$ cat src/rtl/audio_src_arbiter.sv
// audio_src_arbiter: frame-synchronous arbiter that picks one stereo sample
// producer per audio frame, takes its sample over a valid/ready handshake and
// holds it on a registered bus feeding the i2s2 transmitter.
module audio_src_arbiter #(
  parameter int DATA_BITS     = 24,
  parameter int NUM_SRC       = 4,
  parameter int UNDERRUN_ZERO = 1,
  parameter int CNT_BITS      = 16,
  localparam int ID_BITS      = $clog2(NUM_SRC)
) (
  input  logic                           clk,
  input  logic                           rst,
  input  logic                           frame_tick,
  input  logic                           mode,
  input  logic                           mute,
  input  logic [NUM_SRC-1:0]             src_valid,
  input  logic [NUM_SRC*DATA_BITS-1:0]   src_data_l,
  input  logic [NUM_SRC*DATA_BITS-1:0]   src_data_r,
  output logic [NUM_SRC-1:0]             src_ready,
  output logic [DATA_BITS-1:0]           out_data_l,
  output logic [DATA_BITS-1:0]           out_data_r,
  output logic [ID_BITS-1:0]             grant_id,
  output logic                           grant_valid,
  output logic [CNT_BITS-1:0]            underrun_count
);

  typedef enum logic [1:0] {
    S_IDLE = 2'd0,
    S_ARB  = 2'd1,
    S_XFER = 2'd2
  } state_t;

  state_t                 r_state;
  state_t                 w_state_nxt;
  logic                   r_tick_pend;
  logic                   w_tick_pend_nxt;
  logic [ID_BITS-1:0]     r_rr_ptr;
  logic [ID_BITS-1:0]     r_grant_id;
  logic                   r_grant_valid;
  logic [DATA_BITS-1:0]   r_out_l;
  logic [DATA_BITS-1:0]   r_out_r;
  logic [CNT_BITS-1:0]    r_underrun_cnt;

  logic                   w_found;
  logic [ID_BITS-1:0]     w_pick;
  int                     w_idx;
  logic [NUM_SRC-1:0]     w_valid_sh;
  logic [NUM_SRC-1:0]     w_gvalid_sh;
  logic                   w_grant_src_valid;
  logic [DATA_BITS-1:0]   w_sel_l;
  logic [DATA_BITS-1:0]   w_sel_r;
  logic [ID_BITS-1:0]     w_rr_nxt;

  // Counter increment that sticks at all-ones instead of wrapping.
  function automatic logic [CNT_BITS-1:0] sat_inc(input logic [CNT_BITS-1:0] v);
    return (&v) ? v : v + CNT_BITS'(1);
  endfunction

  // Arbitration: scan from the highest search offset down so the lowest
  // offset that has a valid source is the one left in w_pick.
  always_comb begin
    w_found    = 1'b0;
    w_pick     = '0;
    w_idx      = 0;
    w_valid_sh = '0;
    for (int k = NUM_SRC - 1; k >= 0; k--) begin
      if (mode) begin
        w_idx = k;
      end else begin
        w_idx = (int'(r_rr_ptr) + k) % NUM_SRC;
      end
      w_valid_sh = src_valid >> w_idx;
      if (w_valid_sh[0]) begin
        w_found = 1'b1;
        w_pick  = ID_BITS'(w_idx);
      end
    end
  end

  // Granted source's valid flag, sample words and the round-robin successor.
  always_comb begin
    w_gvalid_sh       = src_valid >> r_grant_id;
    w_grant_src_valid = w_gvalid_sh[0];
    w_sel_l           = DATA_BITS'(src_data_l >> (int'(r_grant_id) * DATA_BITS));
    w_sel_r           = DATA_BITS'(src_data_r >> (int'(r_grant_id) * DATA_BITS));
    if (int'(r_grant_id) == NUM_SRC - 1) begin
      w_rr_nxt = '0;
    end else begin
      w_rr_nxt = r_grant_id + ID_BITS'(1);
    end
  end

  // Ready strobe decoded purely from registered state so it cannot glitch
  // and drops the moment reset clears the state register.
  always_comb begin
    src_ready = '0;
    if (r_state == S_XFER) begin
      src_ready = {{(NUM_SRC-1){1'b0}}, 1'b1} << r_grant_id;
    end
  end

  // FSM next state and pending-tick bookkeeping.
  always_comb begin
    w_state_nxt     = r_state;
    w_tick_pend_nxt = r_tick_pend;
    case (r_state)
      S_IDLE: begin
        if (frame_tick || r_tick_pend) begin
          w_state_nxt     = S_ARB;
          w_tick_pend_nxt = 1'b0;
        end
      end
      S_ARB: begin
        w_state_nxt = w_found ? S_XFER : S_IDLE;
        if (frame_tick) w_tick_pend_nxt = 1'b1;
      end
      S_XFER: begin
        w_state_nxt = S_IDLE;
        if (frame_tick) w_tick_pend_nxt = 1'b1;
      end
      default: begin
        w_state_nxt     = S_IDLE;
        w_tick_pend_nxt = 1'b0;
      end
    endcase
  end

  // FSM state and pending-tick registers.
  always_ff @(posedge clk or posedge rst) begin
    if (rst) begin
      r_state     <= S_IDLE;
      r_tick_pend <= 1'b0;
    end else begin
      r_state     <= w_state_nxt;
      r_tick_pend <= w_tick_pend_nxt;
    end
  end

  // Grant, output sample, round-robin pointer and underrun counter updates.
  always_ff @(posedge clk or posedge rst) begin
    if (rst) begin
      r_rr_ptr       <= '0;
      r_grant_id     <= '0;
      r_grant_valid  <= 1'b0;
      r_out_l        <= '0;
      r_out_r        <= '0;
      r_underrun_cnt <= '0;
    end else begin
      case (r_state)
        S_ARB: begin
          if (w_found) begin
            r_grant_id    <= w_pick;
            r_grant_valid <= 1'b1;
          end else begin
            r_grant_valid  <= 1'b0;
            r_underrun_cnt <= sat_inc(r_underrun_cnt);
            if ((UNDERRUN_ZERO != 0) || mute) begin
              r_out_l <= '0;
              r_out_r <= '0;
            end
          end
        end
        S_XFER: begin
          if (w_grant_src_valid) begin
            r_out_l  <= mute ? '0 : w_sel_l;
            r_out_r  <= mute ? '0 : w_sel_r;
            r_rr_ptr <= w_rr_nxt;
          end else begin
            // Source withdrew its sample: nothing moves, frame is lost.
            r_grant_valid  <= 1'b0;
            r_underrun_cnt <= sat_inc(r_underrun_cnt);
          end
        end
        default: begin
        end
      endcase
    end
  end

  assign out_data_l     = r_out_l;
  assign out_data_r     = r_out_r;
  assign grant_id       = r_grant_id;
  assign grant_valid    = r_grant_valid;
  assign underrun_count = r_underrun_cnt;

endmodule
$ cat config.mk
export PLATFORM = sky130hd
export DESIGN_NAME = audio_src_arbiter
export DESIGN_NICKNAME = d
export VERILOG_FILES = /design/src/rtl/audio_src_arbiter.sv
export SDC_FILE = /design/constraint.sdc
export NUM_CORES = 1
export LEC_CHECK = 0
export CAP_MARGIN = 20
export CORE_AREA = 8 8 131 133
export DETAILED_ROUTE_END_ITERATION = 7
export DIE_AREA = 0 0 139 141
export DONT_BUFFER_PORTS = 1
export GPL_TIMING_DRIVEN = 0
export PLACE_DENSITY = 0.44
export SETUP_SLACK_MARGIN = 0.02
export SYNTH_ARGS = -nofsm -noshare
export SYNTH_HDL_FRONTEND = slang
export SYNTH_SLANG_ARGS = --single-unit
$ cat constraint.sdc
create_clock -name clk -period 4.1 [get_ports clk]
set_input_delay 0.82 -clock clk [delete_from_list [all_inputs] [get_ports clk]]
set_output_delay 0.82 -clock clk [all_outputs]
set_load 0.01 [all_outputs]
; ---- Yosys cells after proc, flatten, opt, wreduce, memory -nomap -nowiden
; Cells that the tools add are included.
[totals]
inputBits = 201
wordCells = 81
register_bits = 72
output_inout_bits = 71
[op_classes]
reduce_logical = 14
n_eq_ne = 8
addsub = 5
shift = 8
n_mux = 34
mul = 1
bitwise = 3
[op_table]
columns = operator, count
row1 = right shift 4 x 32 -> 1 bit, 4
row2 = 2-to-1 mux 24 bit, 5
row3 = 2-to-1 mux 32 bit, 3
row4 = one-hot mux 24 bit (2 select lines), 2
row5 = right shift 96 x 32 -> 24 bit, 1
row6 = right shift 96 x 7 -> 24 bit, 1
row7 = 2-to-1 mux 16 bit, 3
row8 = one-hot mux 16 bit (2 select lines), 1
row9 = "adder 16 x 1 -> 16 bit, second input constant", 1
row10 = 2-to-1 mux 2 bit, 8
row11 = AND reduction 16 bit, 1
row12 = 2-to-1 mux 1 bit, 8
row13 = "!= test 2 bit, second input constant", 4
row14 = AND reduction 2 bit, 4
row15 = OR reduction 2 bit, 4
row16 = AND reduction 3 bit, 2
row17 = "adder 2 x 1 -> 2 bit, second input constant", 2
row18 = "adder 2 bit, second input constant", 2
row19 = "equality test 2 x 1 -> 1 bit, second input constant", 2
row20 = "multiplier 2 x 2 -> 4 bit, second input constant", 1
row21 = 2-to-1 mux 4 bit, 1
row22 = one-hot mux 1 bit (2 select lines), 2
row23 = one-hot mux 2 bit (2 select lines), 1
row24 = "left shift 1 x 2 -> 4 bit, first input constant", 1
row25 = other kinds (7), 9

; ---- Logic depth before layout (Yosys ltp)
; Gate-level depths: netlist of run 1.
[logic_depth]
word_depth = 11
depth_mapped = 9
ltp_nobuf = 7

; ---- Worst setup path before layout of run 1
; OpenSTA, ideal clock, no wires.
[synth_timing]
path_type = input to register
from = in src_valid[3]
to = reg r_underrun_cnt[1] (netlist: underrun_count[1])
setup_time_ns = 0.125
path_slack_ns = 1.618
arrival_ns = 2.357
n_path_buf = 2
required_time_ns = 3.975
cell_stages = 6
cell_sequence = buf_8 > or4_4 > a221oi_4 > o21a_1 > buf_6 > mux2_2
[synth_between]
elab_chain_cells = 7
elab_cells_between_ends = 12
cone_classes = eq/ne (2) / shift (5) / mux (4) / reduce/logical (1)
[synth_lines]
columns = item, line_no
row1 = from (decl), 16  ; input logic [NUM_SRC-1:0] src_valid,
row2 = right shift 4 x 32 -> 1 bit, 72  ; w_valid_sh = src_valid >> w_idx;
row3 = 2-to-1 mux 1 bit (4 in series), 73  ; if (w_valid_sh[0]) begin
row4 = != test 2 bit (no source line), n/a
row5 = AND reduction 3 bit (no source line) (*), n/a
row6 = to (signal assigned), 156  ; r_underrun_cnt <= sat_inc(r_underrun_cnt);
row7 = to (signal assigned), 171  ; r_underrun_cnt <= sat_inc(r_underrun_cnt);
row8 = to (decl), 42  ; logic [CNT_BITS-1:0] r_underrun_cnt;
; Mark *: on every way between the ends. The rest lies on a longest branch, timed or not.
; A chain may end at the register's enable or synchronous reset.

; ---- Worst setup path in the final report of run 1
[layout_timing]
from = reg r_grant_id[0] (netlist: grant_id[0])
to = out src_ready[2]
[layout_between]
elab_chain_cells = 2
[layout_lines]
columns = item, line_no
row1 = from (decl), 38  ; logic [ID_BITS-1:0] r_grant_id;
row2 = from (signal assigned), 152  ; r_grant_id <= w_pick;
row3 = left shift 1 x 2 -> 4 bit, 98  ; src_ready = {{(NUM_SRC-1){1'b0}}, 1'b1} << r_grant_id;
row4 = 2-to-1 mux 4 bit, 97  ; if (r_state == S_XFER) begin
row5 = to (decl), 19  ; output logic [NUM_SRC-1:0] src_ready,
; Every way passes these cells.

==> results.md, run 1 <==
* GP Congestion at approximately 0.79
* Overall die height at about 140 um
* GRT Total Usage at 0.156
* Min-delay worst type: primary input to async pin
* Synth Register Bits at 72
* Fraction of layout cells with a size suffix above 1 at 0.213
* Clk Latency, worst-skew pair at 0.34 ns
* Vias at 3323
* DPL Wire Length at ~13000 um
* Post-route ant nets at 0
* CTS buffer count at 9
* Max-slew violations at 0
* Crit-path cells: clkbuf_8 -> clkbuf_1 -> inv_1 -> ha_1 -> and2_1
* Initial Util at 0.298
* Commonest non-fill, non-tap cells in the layout: nand2_1, dfrtp_1, nand3_1, mux4_2, clkbuf_1
* RSZ-0062 raised after global routing: no
* Yosys cell types at 45
* Crit path buffers/inverters at 3
* CP peak stage delay at 0.58 ns
* Max-slew headroom at 0.395
* Outcome: finished, final reports clean
* EDFF count, synth at 0
* Top cells by area, synth: dfrtp_1, mux4_2, nand2_1, nand3_1, ha_1
* Most common cell after layout, fill and taps aside: nand2_1
* Port Buf Inserts at 0
* CP required at 3.28 ns
* Max clock buf depth at 2
* Site row count at between 40 and 50
* Die Width at around 140 um
* Final Power at 3590 uW
* Synth Warn # at 0
* Avg Inst Size Synth at 11.0 um^2
* Critical Path AT at ~2.2 ns
* DR iter-0 viols at 230
* Initial antenna violation count at 1
* Largest net degree at the start of global routing at 39
* Setup TNS at 0 ns
* Max-cap violations at 0
* Slew @ Worst Pin at approximately 0.9 ns
* Final min period at between 3 and 4 ns
* Power per cell area at 719 nW/um^2
* First-pass GRT wire length at roughly 23000 um
* GRT Residual Overflow at 0
* Cell Area, Synth at 4460 um^2
* Layout area overhead at 12.0%
* Most area-hungry cell type in the Yosys netlist: dfrtp_1
* Register area share after synthesis at 0.404
* Synth top area share at 0.404
* Critical path class: flop to output port
* Drt total wl at between 15000 and 20000 um
* CTS root buf: clkbuf_16
* Worst-path clk slew at roughly 0.06 ns
* Setup bufs post-CTS at 0
* CTS sink cnt at 72
* Net count after synthesis at 616
* Final #Nets at 628
* Final Hold Slack at around 0.4 ns
* Ys async rst share at 1.00
* FMAX at 0.332 GHz
* Worst-path fanout max at 10
* Vias in the first global route at around 3600
* Critical Path Source Type: flop
* Boundary Pins at 272
* Crit path capture type: output port
* Final setup fails at 0
* First-pass DRT Iterations at 5
* Die ar. at ~20000 um^2
* Setup Skew at 0.00725 ns
* Post-cts sizing count at 0
* Cells after Synth at 407
* Core area at 15000 um^2
* Final Cycle Share at 0.734
* CTS H-Tree Depth at 3
* Reg2Reg Setup Slack at around 1.7 ns
* Slowest-stage cell, CP: clkbuf_1
* DR vias/cell at ~5.4
* Cts-stage hold buffer count at 0
* WL/cell at approximately 25 um
* Maximum VDD drop at roughly 0.00025 V
* CP top delay family: buffers and inverters
* Drc violations at 0
* TritonCTS clock tree: yes
* Fin. Hold Viols at 0
* Ys flop type: dfrtp_1
* LEAKAGE at 0.00223 uW
## path summary, 6_finish.rpt
path | startpoint | depth (start not counted) | end
max in group asynchronous | rst | 2 | out_data_l[21]$_DFFE_PP0P_
hold / removal | rst | 1 | underrun_count[15]$_DFFE_PP0P_
setup / recovery | grant_id[0]$_DFFE_PP0P_ | 5 | src_ready[2]
setup reg to reg | grant_id[1]$_DFFE_PP0P_ | 8 | out_data_r[17]$_DFFE_PP0P_
hold reg to reg | r_tick_pend$_DFFE_PP0P_ | 2 | r_tick_pend$_DFFE_PP0P_
min in group clk | r_tick_pend$_DFFE_PP0P_ | 2 | r_tick_pend$_DFFE_PP0P_
## where the power goes
group	internal, uW	total, uW	switching [uW]
clock	438	742	304
combinational	710	1560	852
sequential	949	1290	338
total	2100	3590	1490
## sequential cells by signal, summed over array words and instances, names as in the netlist
signal          cells
grant_id            2
grant_valid         1
out_data_l         24
out_data_r         24
r_rr_ptr            2
r_state             2
r_tick_pend         1
underrun_count     16
## cells by family (layout without fill, tap and decap cells)
| logic type | count (synthesis) | after routing | share of synthesized area |
|---|---|---|---|
| simple gates | 198 | 198 | 0.200 |
| compound gates | 19 | 19 | 0.0348 |
| fa+ha+maj | 8 | 8 | 0.0224 |
| flops | 72 | 72 | 0.404 |
| other cells | 0 | 1 | 0 |
| xor+xnor | 15 | 15 | 0.0311 |
| buf+inv | 40 | 56 | 0.0452 |
| mux | 55 | 55 | 0.262 |
## synthesized netlist by cell type (3+ instances only)
cell type / count
dfrtp_1: 72
nor2_1: 11
ha_1: 8
xor2_1: 5
nand2_1: 111
and2_1: 5
mux4_2: 49
clkbuf_1: 18
buf_2: 6
nand4_1: 6
a21oi_1: 3
xnor2_1: 9
inv_1: 10
nand3_1: 52
o21ai_0: 3
mux2_2: 4
## through the flow
stage	cell area, um^2	setup slack (ns)	utilization	cells
after global placement	4690	0.434	0.313	595
after floorplan	4460	1.46	-	407
after CTS	4990	0.976	0.333	611
after global routing	4990	0.813	0.333	611
final	4990	1.09	0.333	612
after detailed placement	4720	1.30	0.315	596
## metal layers
layer,vias up,track usage,part of all wire
met1,1641,0.180,0.38
met3,17,0.0648,0.11
li1,1487,-,-
met5,-,0,0.00083
met2,176,0.255,0.50
met4,2,0.0578,0.015
## final cells by class
type | instances | area [um^2]
antenna | 1 | 2.50
buffer | 30 | 164
clock buffer | 12 | 256
clock inverter | 3 | 17.5
fill | 1542 | 9980
inverter | 10 | 40.0
multi-input combinational | 295 | 2460
sequential | 72 | 1800
tap | 188 | 235
timing repair buffer | 1 | 20.0
No activity file was read; power rests on OpenSTA's default activity.
==> inputs of run 2 (changes only) <==
--- a/config.mk
+++ b/config.mk
@@ -11,7 +11,7 @@
 export DIE_AREA = 0 0 139 141
 export DONT_BUFFER_PORTS = 1
 export GPL_TIMING_DRIVEN = 0
-export PLACE_DENSITY = 0.44
+export PLACE_DENSITY = 0.46
 export SETUP_SLACK_MARGIN = 0.02
 export SYNTH_ARGS = -nofsm -noshare
 export SYNTH_HDL_FRONTEND = slang
==> constraint.sdc (replaced) <==
create_clock -name clk -period 2.53 [get_ports clk]
set_input_delay 0.506 -clock clk [delete_from_list [all_inputs] [get_ports clk]]
set_output_delay 0.506 -clock clk [all_outputs]
set_load 0.01 [all_outputs]
==> results.md, run 2 (synthesis results as in run 1) <==
* Post-route ant nets at 0 (unchanged)
* Outcome: finished, final reports clean
* Site row count at 45 (unchanged)
* Final Cell Area at 5050 um^2 (+1.1%)
* GRT Residual Overflow at 0 (unchanged)
* WL/cell at 25.4 um (-0.20%)
* Critical R2R Launch: grant_id[1]$_DFFE_PP0P_
* Setup bufs post-CTS at 0 (unchanged)
* Worst-path fanout max at 10 (unchanged)
* Share of power burned in registers at 0.344 (-0.015)
* Die ar. at 19600 um^2 (unchanged)
* Min-delay worst type: primary input to async pin
* Comb power frac at 0.439 (+0.004)
* Final min period at 2.36 ns
* RSZ-0062 raised after global routing: no
* TritonCTS clock tree: yes
* Initial Util at 0.298 (unchanged)
* Core area at 15000 um^2 (unchanged)
* Vias in the first global route at 3607 (+1.3%)
* CTS sink cnt at 72 (unchanged)
* Vias at 3362 (+1.2%)
* Critical path class: flop to flop
* First-pass DRT Iterations at 4 (-1)
* Cell internal pwr at 3540 uW (+69%)
* Commonest non-fill, non-tap cells in the layout: nand2_1, dfrtp_1, nand3_1, mux4_2, clkbuf_1
* DR iter-0 viols at 178 (-23%)
* Maximum VDD drop at 0.000387 V (+54%)
* Critical Path Source Type: flop
* FMAX at ~0.42 GHz
* Boundary Pins at 272 (unchanged)
* Switching Share at 0.412 (-0.00370)
* Clk Latency, worst-skew pair at 0.34 ns (about the same)
* Fraction of layout cells with a size suffix above 1 at 0.229 (+0.0160)
* Clock share of power at 0.218 (+0.011)
* CP dominant cell by count: buf_6
* Max-slew violations at 0 (unchanged)
* Final Power at 6020 uW (+68%)
* DPL Wire Length at 12700 um (about the same)
* Worst-path clk slew at 0.06 ns (about the same)
* Most common cell after layout, fill and taps aside: nand2_1
* GP Congestion at 0.765 (-2.7%)
* Fin. Hold Viols at 0 (unchanged)
* Final #Nets at 628 (unchanged)
* Max clock buf depth at 2 (unchanged)
* Final setup fails at 0 (unchanged)
* First-pass GRT wire length at 23300 um (+0.41%)
* Power per cell area at 1190 nW/um^2 (+66%)
* Drt total wl at 15600 um (about the same)
* Sw Pwr at 2480 uW (+66%)
* Setup Skew at 0.00546 ns (-0.00179 ns)
* Slowest-stage cell, CP: mux4_2
* GRT Total Usage at 0.157 (+0.00174)
* CTS root buf: clkbuf_16
* Layout area overhead at 13.2%
* Placed Area at 4720 um^2 (unchanged)
* Port Buf Inserts at 0 (unchanged)
* Max-slew headroom at 0.407 (+0.0121)
* CTS buffer count at 9 (unchanged)
* Crit path capture type: flop
* Max-cap violations at 0 (unchanged)
* Overall die height at 141 um (unchanged)
* Crit. Startpoint: grant_id[1]$_DFFE_PP0P_
* DR vias/cell at 5.48 (+1.0%)
* CP peak stage delay at 0.56 ns (-0.02 ns)
* CTS H-Tree Depth at 3 (unchanged)
* Slew @ Worst Pin at 0.890 ns (-0.0182 ns)
* LEAKAGE at 0.00226 uW (+1.4%)
* Cts-stage hold buffer count at 0 (unchanged)
* Final Cycle Share at 0.932
* Drc violations at 0 (unchanged)
* Die Width at 139 um (unchanged)
* Final Hold Slack at 0.0605 ns (-0.328 ns)
* CP required at 2.75 ns (-0.53 ns)
* Critical Path AT at 2.57 ns (+0.38 ns)
* Initial antenna violation count at 1 (unchanged)
* Largest net degree at the start of global routing at 38 (-2.6%)
* Crit-path cells: buf_6 -> mux4_2 -> a221oi_4 -> o21a_1 -> buf_6 -> mux2_2
run 2: changes by cell type in the layout (fill, tap and decap cells not counted), sizes merged:
cell	delta
bufinv	+1
clkbuf	+3
buf	-4
clkinvlp	+1
run 2: timing repair:
action,4_1_cts,5_1_grt
hold endpoints to repair,0,0
gates resized for setup,4,7
endpoints found under the setup margin,7,24
pin swaps,0,0
run 2: per-layer routing:
metal | global-route usage | vias up | part of all wire
met5 | 0 | - | 0
met4 | 0.0612 | 0 | 0.014
met3 | 0.0665 | 12 | 0.11
met2 | 0.261 | 203 | 0.50
met1 | 0.178 | 1659 | 0.38
li1 | - | 1488 | -
run 2: area by class of cell:
| class | instances | area [um^2] |
|---|---|---|
| antenna | 1 | 2.50 |
| buffer | 30 | 181 |
| clock buffer | 11 | 253 |
| clock inverter | 5 | 55.1 |
| fill | 1559 | 9930 |
| inverter | 10 | 40.0 |
| multi-input combinational | 295 | 2460 |
| sequential | 72 | 1800 |
| tap | 188 | 235 |
| timing repair buffer | 1 | 20.0 |
run 2: path summary, 6_finish.rpt:
check                                                 to  slack [ns]  cells after the start
max                        underrun_count[1]$_DFFE_PP0P_        0.17                      6
min                        underrun_count[9]$_DFFE_PP0P_        0.06                      1
min reg2reg                      r_tick_pend$_DFFE_PP0P_        0.49                      2
max in group asynchronous     out_data_r[12]$_DFFE_PP0P_        1.89                      2
max reg2reg                underrun_count[1]$_DFFE_PP0P_        0.17                      6
min in group clk                 r_tick_pend$_DFFE_PP0P_        0.32                      2
run 2: power by group through the flow:
stage                     Sequential, uW  Clock, uW  Combinational [uW]
after floorplan                     1950          0                2040
final                               2070       1310                2640
after global placement              2100          0                2600
after CTS                           2090       1360                2670
after global routing                2130       1400                2910
after detailed placement            2100          0                2650
run 2: critical path: cells and delay by family (launching register included):
family / cells / cell delay (ns)
flip-flops: 1 / 0.48
AO/OA/AOI/OAI: 2 / 0.53
multiplexers: 2 / 0.90
buffers and inverters: 2 / 0.32
run 2: per-stage QoR:
step,std cells,setup TNS (ns),setup slack [ns],util
6_report,613,0,0.173,0.337
5_1_grt,613,0,0.0183,0.337
4_1_cts,612,0,0.0227,0.336
3_5_place_dp,596,0,0.00377,0.315
3_3_place_gp,595,-53.83,-0.756,0.313
2_1_floorplan,407,0,0.199,-
==> inputs of run 3 (changes only) <==
==> config.mk (replaced) <==
export PLATFORM = sky130hd
export DESIGN_NAME = audio_src_arbiter
export DESIGN_NICKNAME = d
export VERILOG_FILES = /design/src/rtl/audio_src_arbiter.sv
export SDC_FILE = /design/constraint.sdc
export NUM_CORES = 1
export LEC_CHECK = 0
export ABC_AREA = 1
export CAP_MARGIN = 20
export CORE_AREA = 8 8 140 142
export DETAILED_ROUTE_END_ITERATION = 7
export DIE_AREA = 0 0 148 150
export DONT_BUFFER_PORTS = 1
export GPL_TIMING_DRIVEN = 0
export PLACE_DENSITY = 0.44
export SETUP_SLACK_MARGIN = 0.02
export SKIP_LAST_GASP = 1
export SYNTH_ARGS = -nofsm -noshare
export SYNTH_HDL_FRONTEND = slang
export SYNTH_SLANG_ARGS = --single-unit
==> constraint.sdc (replaced) <==
create_clock -name clk -period 2.7 [get_ports clk]
set_input_delay 0.54 -clock clk [delete_from_list [all_inputs] [get_ports clk]]
set_output_delay 0.54 -clock clk [all_outputs]
set_load 0.01 [all_outputs]
==> results.md, run 3 <==
* Final setup fails at 0 (unchanged)
* Clk Latency, worst-skew pair at 0.34 ns (about the same)
* Cells after DPL at 941 (+58%)
* Crit. Startpoint: grant_id[0]$_DFFE_PP0P_
* GP Congestion at 0.884 (+16%)
* Drt total wl at 20900 um (+34%)
* Yosys cell types at 33 (-27%)
* Count leader, synth: nand2_1
* CTS buffer count at 9 (unchanged)
* Initial antenna violation count at 3 (+2)
* Initial Util at 0.292 (-0.00525)
* Avg Inst Size Synth at 7.21 um^2 (-34%)
* Final Hold Slack at 0.0766 ns (+0.0162 ns)
* RSZ-0062 raised after global routing: no
* Ys async rst share at 1.00 (unchanged)
* Net count after synthesis at 920 (+49%)
* Max-slew violations at 0 (unchanged)
* Setup Skew at 0.00816 ns (+0.00270 ns)
* Max clock buf depth at 2 (unchanged)
* GRT Residual Overflow at 0 (unchanged)
* Critical path class: flop to output port
* WL/cell at 21.9 um (-14%)
* DPL Wire Length at 16800 um (+32%)
* First-pass DRT Iterations at 5 (+1)
* Crit-path cells: buf_6 -> inv_2 -> buf_2 -> ha_1 -> nand2_1 -> inv_1
* Setup TNS at 0 ns (unchanged)
* CP peak stage delay at 0.54 ns (-0.02 ns)
* Post-Synth Adder-Cell Area at 0.0195 (-0.00293)
* Area share of and/or/nand/nor cells after synthesis at 0.280 (+0.0800)
* Post-route ant nets at 0 (unchanged)
* CP required at 2.16 ns (-0.59 ns)
* Slew @ Worst Pin at 0.624 ns (-0.266 ns)
* Boundary Pins at 272 (unchanged)
* Commonest cells in the netlist: nand2_1, nor2_1, o21ai_0
* Cells after Synth at 711 (+75%)
* Fin. Hold Viols at 0 (unchanged)
* Filler cells at 1935 (+24%)
* Top cells by area, synth: dfrtp_1, nand2_1, o21ai_0, nor2_1, o21ai_2
* Critical R2R Launch: r_state[0]$_DFFE_PP0P_
* Register area share after synthesis at 0.351 (-0.0527)
* Fraction of layout cells with a size suffix above 1 at 0.185 (-0.0433)
* Final Power at 7080 uW (+18%)
* Crit path buffers/inverters at 4 (+2)
* Overall die height at 150 um (+6.4%)
* Vias at 5018 (+49%)
* Max-slew headroom at 0.584 (+0.177)
* Power per cell area at 1230 nW/um^2 (+2.9%)
* Ys flop type: dfrtp_1
* Most common cell after layout, fill and taps aside: nand2_1
* CTS H-Tree Depth at 3 (unchanged)
* CTS root buf: clkbuf_16
* Crit path capture type: output port
* Post-route core utilization at 0.329 (-0.00784)
* Layout area overhead at 12.5%
* EDFF count, synth at 0 (unchanged)
* CTS sink cnt at 72 (unchanged)
* Die ar. at 22200 um^2 (+13%)
* Max-cap violations at 0 (unchanged)
* Worst-path fanout max at 11 (+1)
* Synth Warn # at 0 (unchanged)
* Vias in the first global route at 5186 (+44%)
* DR iter-0 viols at 290 (+63%)
* Core area at 17500 um^2 (+17%)
* LEAKAGE at 0.00247 uW (+9.3%)
* Final min period at 2.43 ns
* Synth Register Bits at 72 (unchanged)
* Drc violations at 0 (unchanged)
* Site row count at 49 (+8.9%)
* Min-delay worst type: primary input to async pin
* Largest family of logic cells by synthesized area: simple AND/OR/NAND/NOR gates
* Most area-hungry cell type in the Yosys netlist: dfrtp_1
* Setup bufs post-CTS at 0 (unchanged)
* Xor and xnor area share after synthesis at 0.0239 (-0.00724)
* CP top delay family: buffers and inverters
* Diode count at 0 (-1)
* Outcome: finished, final reports clean
* Critical Path AT at 1.89 ns (-0.68 ns)
* GRT Total Usage at 0.184 (+0.0269)
* Fin cells at 957 (+56%)
* Port Buf Inserts at 0 (unchanged)
* Cell Area, Synth at 5130 um^2 (+15%)
* TritonCTS clock tree: yes
* Commonest non-fill, non-tap cells in the layout: nand2_1, nor2_1, o21ai_0, dfrtp_1, o22ai_1
* Worst-path clk slew at 0.06 ns (about the same)
* DR vias/cell at 5.24 (-4.4%)
* Critical Path Source Type: flop
* First-pass GRT wire length at 31300 um (+34%)
* Mux share of post-synthesis cell area at 0 (-0.262)
* Compound-Gate Fraction of Synth Area at 0.245 (+0.210)
* FMAX at 0.411 GHz
* Final #Nets at 932 (+48%)
* Largest net degree at the start of global routing at 41 (+7.9%)
* Die Width at 148 um (+6.5%)
* Final Cycle Share at 0.901
* Synth top area share at 0.351 (-0.0527)
* Slowest-stage cell, CP: dfrtp_2
* Maximum VDD drop at 0.000370 V (-4.5%)
-- run 3: cell count changes after synthesis, sizes merged, moves of 11 or more --
cell   delta
o21ai   +145
nor2    +104
nand2    +82
mux4     -49
o22ai    +47
nand3    -31
inv      +19
buf      +11
-- run 3: logic make-up after synthesis --
| logic type | count (synthesis) |
|---|---|
| compound gates | 205 |
| xor+xnor | 14 |
| fa+ha+maj | 8 |
| buf+inv | 77 |
| flops | 72 |
| simple gates | 335 |
-- run 3: per-layer routing --
layer / track usage / wire length, um
met1: 0.215 / 8650
met2: 0.313 / 9990
met3: 0.0590 / 1850
met4: 0.0648 / 397
met5: 0 / 40
-- run 3: worst reg2reg max path, cell delays in order, from the launching register on --
cell	delay, ns
dfrtp_1	0.38
inv_1	0.10
ha_1	0.35
inv_1	0.14
nor2_1	0.36
buf_2	0.30
buf_2	0.31
nand2_1	0.11
o21ai_2	0.13
-- run 3: area by class of cell --
cell class                 instances  area (um^2)  share of cell area
clock inverter                     5         80.1              0.0139
buffer                            48          302              0.0522
clock buffer                      11          243              0.0421
multi-input combinational        562         2920               0.506
sequential                        72         1800               0.313
tap                              229          287              0.0496
inverter                          29          111              0.0193
timing repair buffer               1         27.5             0.00477
-- run 3: worst paths after layout --
path	end	slack, ns	cells after the start
worst max-delay path	src_ready[0]	0.27	6
worst min-delay path	out_data_r[20]$_DFFE_PP0P_	0.08	1
worst max register to register	out_data_r[15]$_DFFE_PP0P_	0.45	8
worst min register to register	r_tick_pend$_DFFE_PP0P_	0.54	2
max in group asynchronous	grant_id[0]$_DFFE_PP0P_	2.02	2
min in group clk	r_tick_pend$_DFFE_PP0P_	0.38	2
-- run 3: metrics by stage --
step                area [um^2]  worst slack, ns
CTS                        5770           0.0360
global route               5770           0.0911
finish                     5770            0.266
floorplan                  5130            0.335
global placement           5420           -0.713
detailed placement         5450            0.245
-- run 3: repair_timing --
item / in CTS / in global routing
hold buffers: 0 / 0
setup endpoints to repair: 2 / 3
pin swaps: 0 / 0
resized for setup: 1 / 2
endpoints found under the hold margin: 0 / 0
-- run 3: where the power goes --
part	internal, uW	switching [uW]
clock network	833	481
logic	1250	2380
registers	1480	650
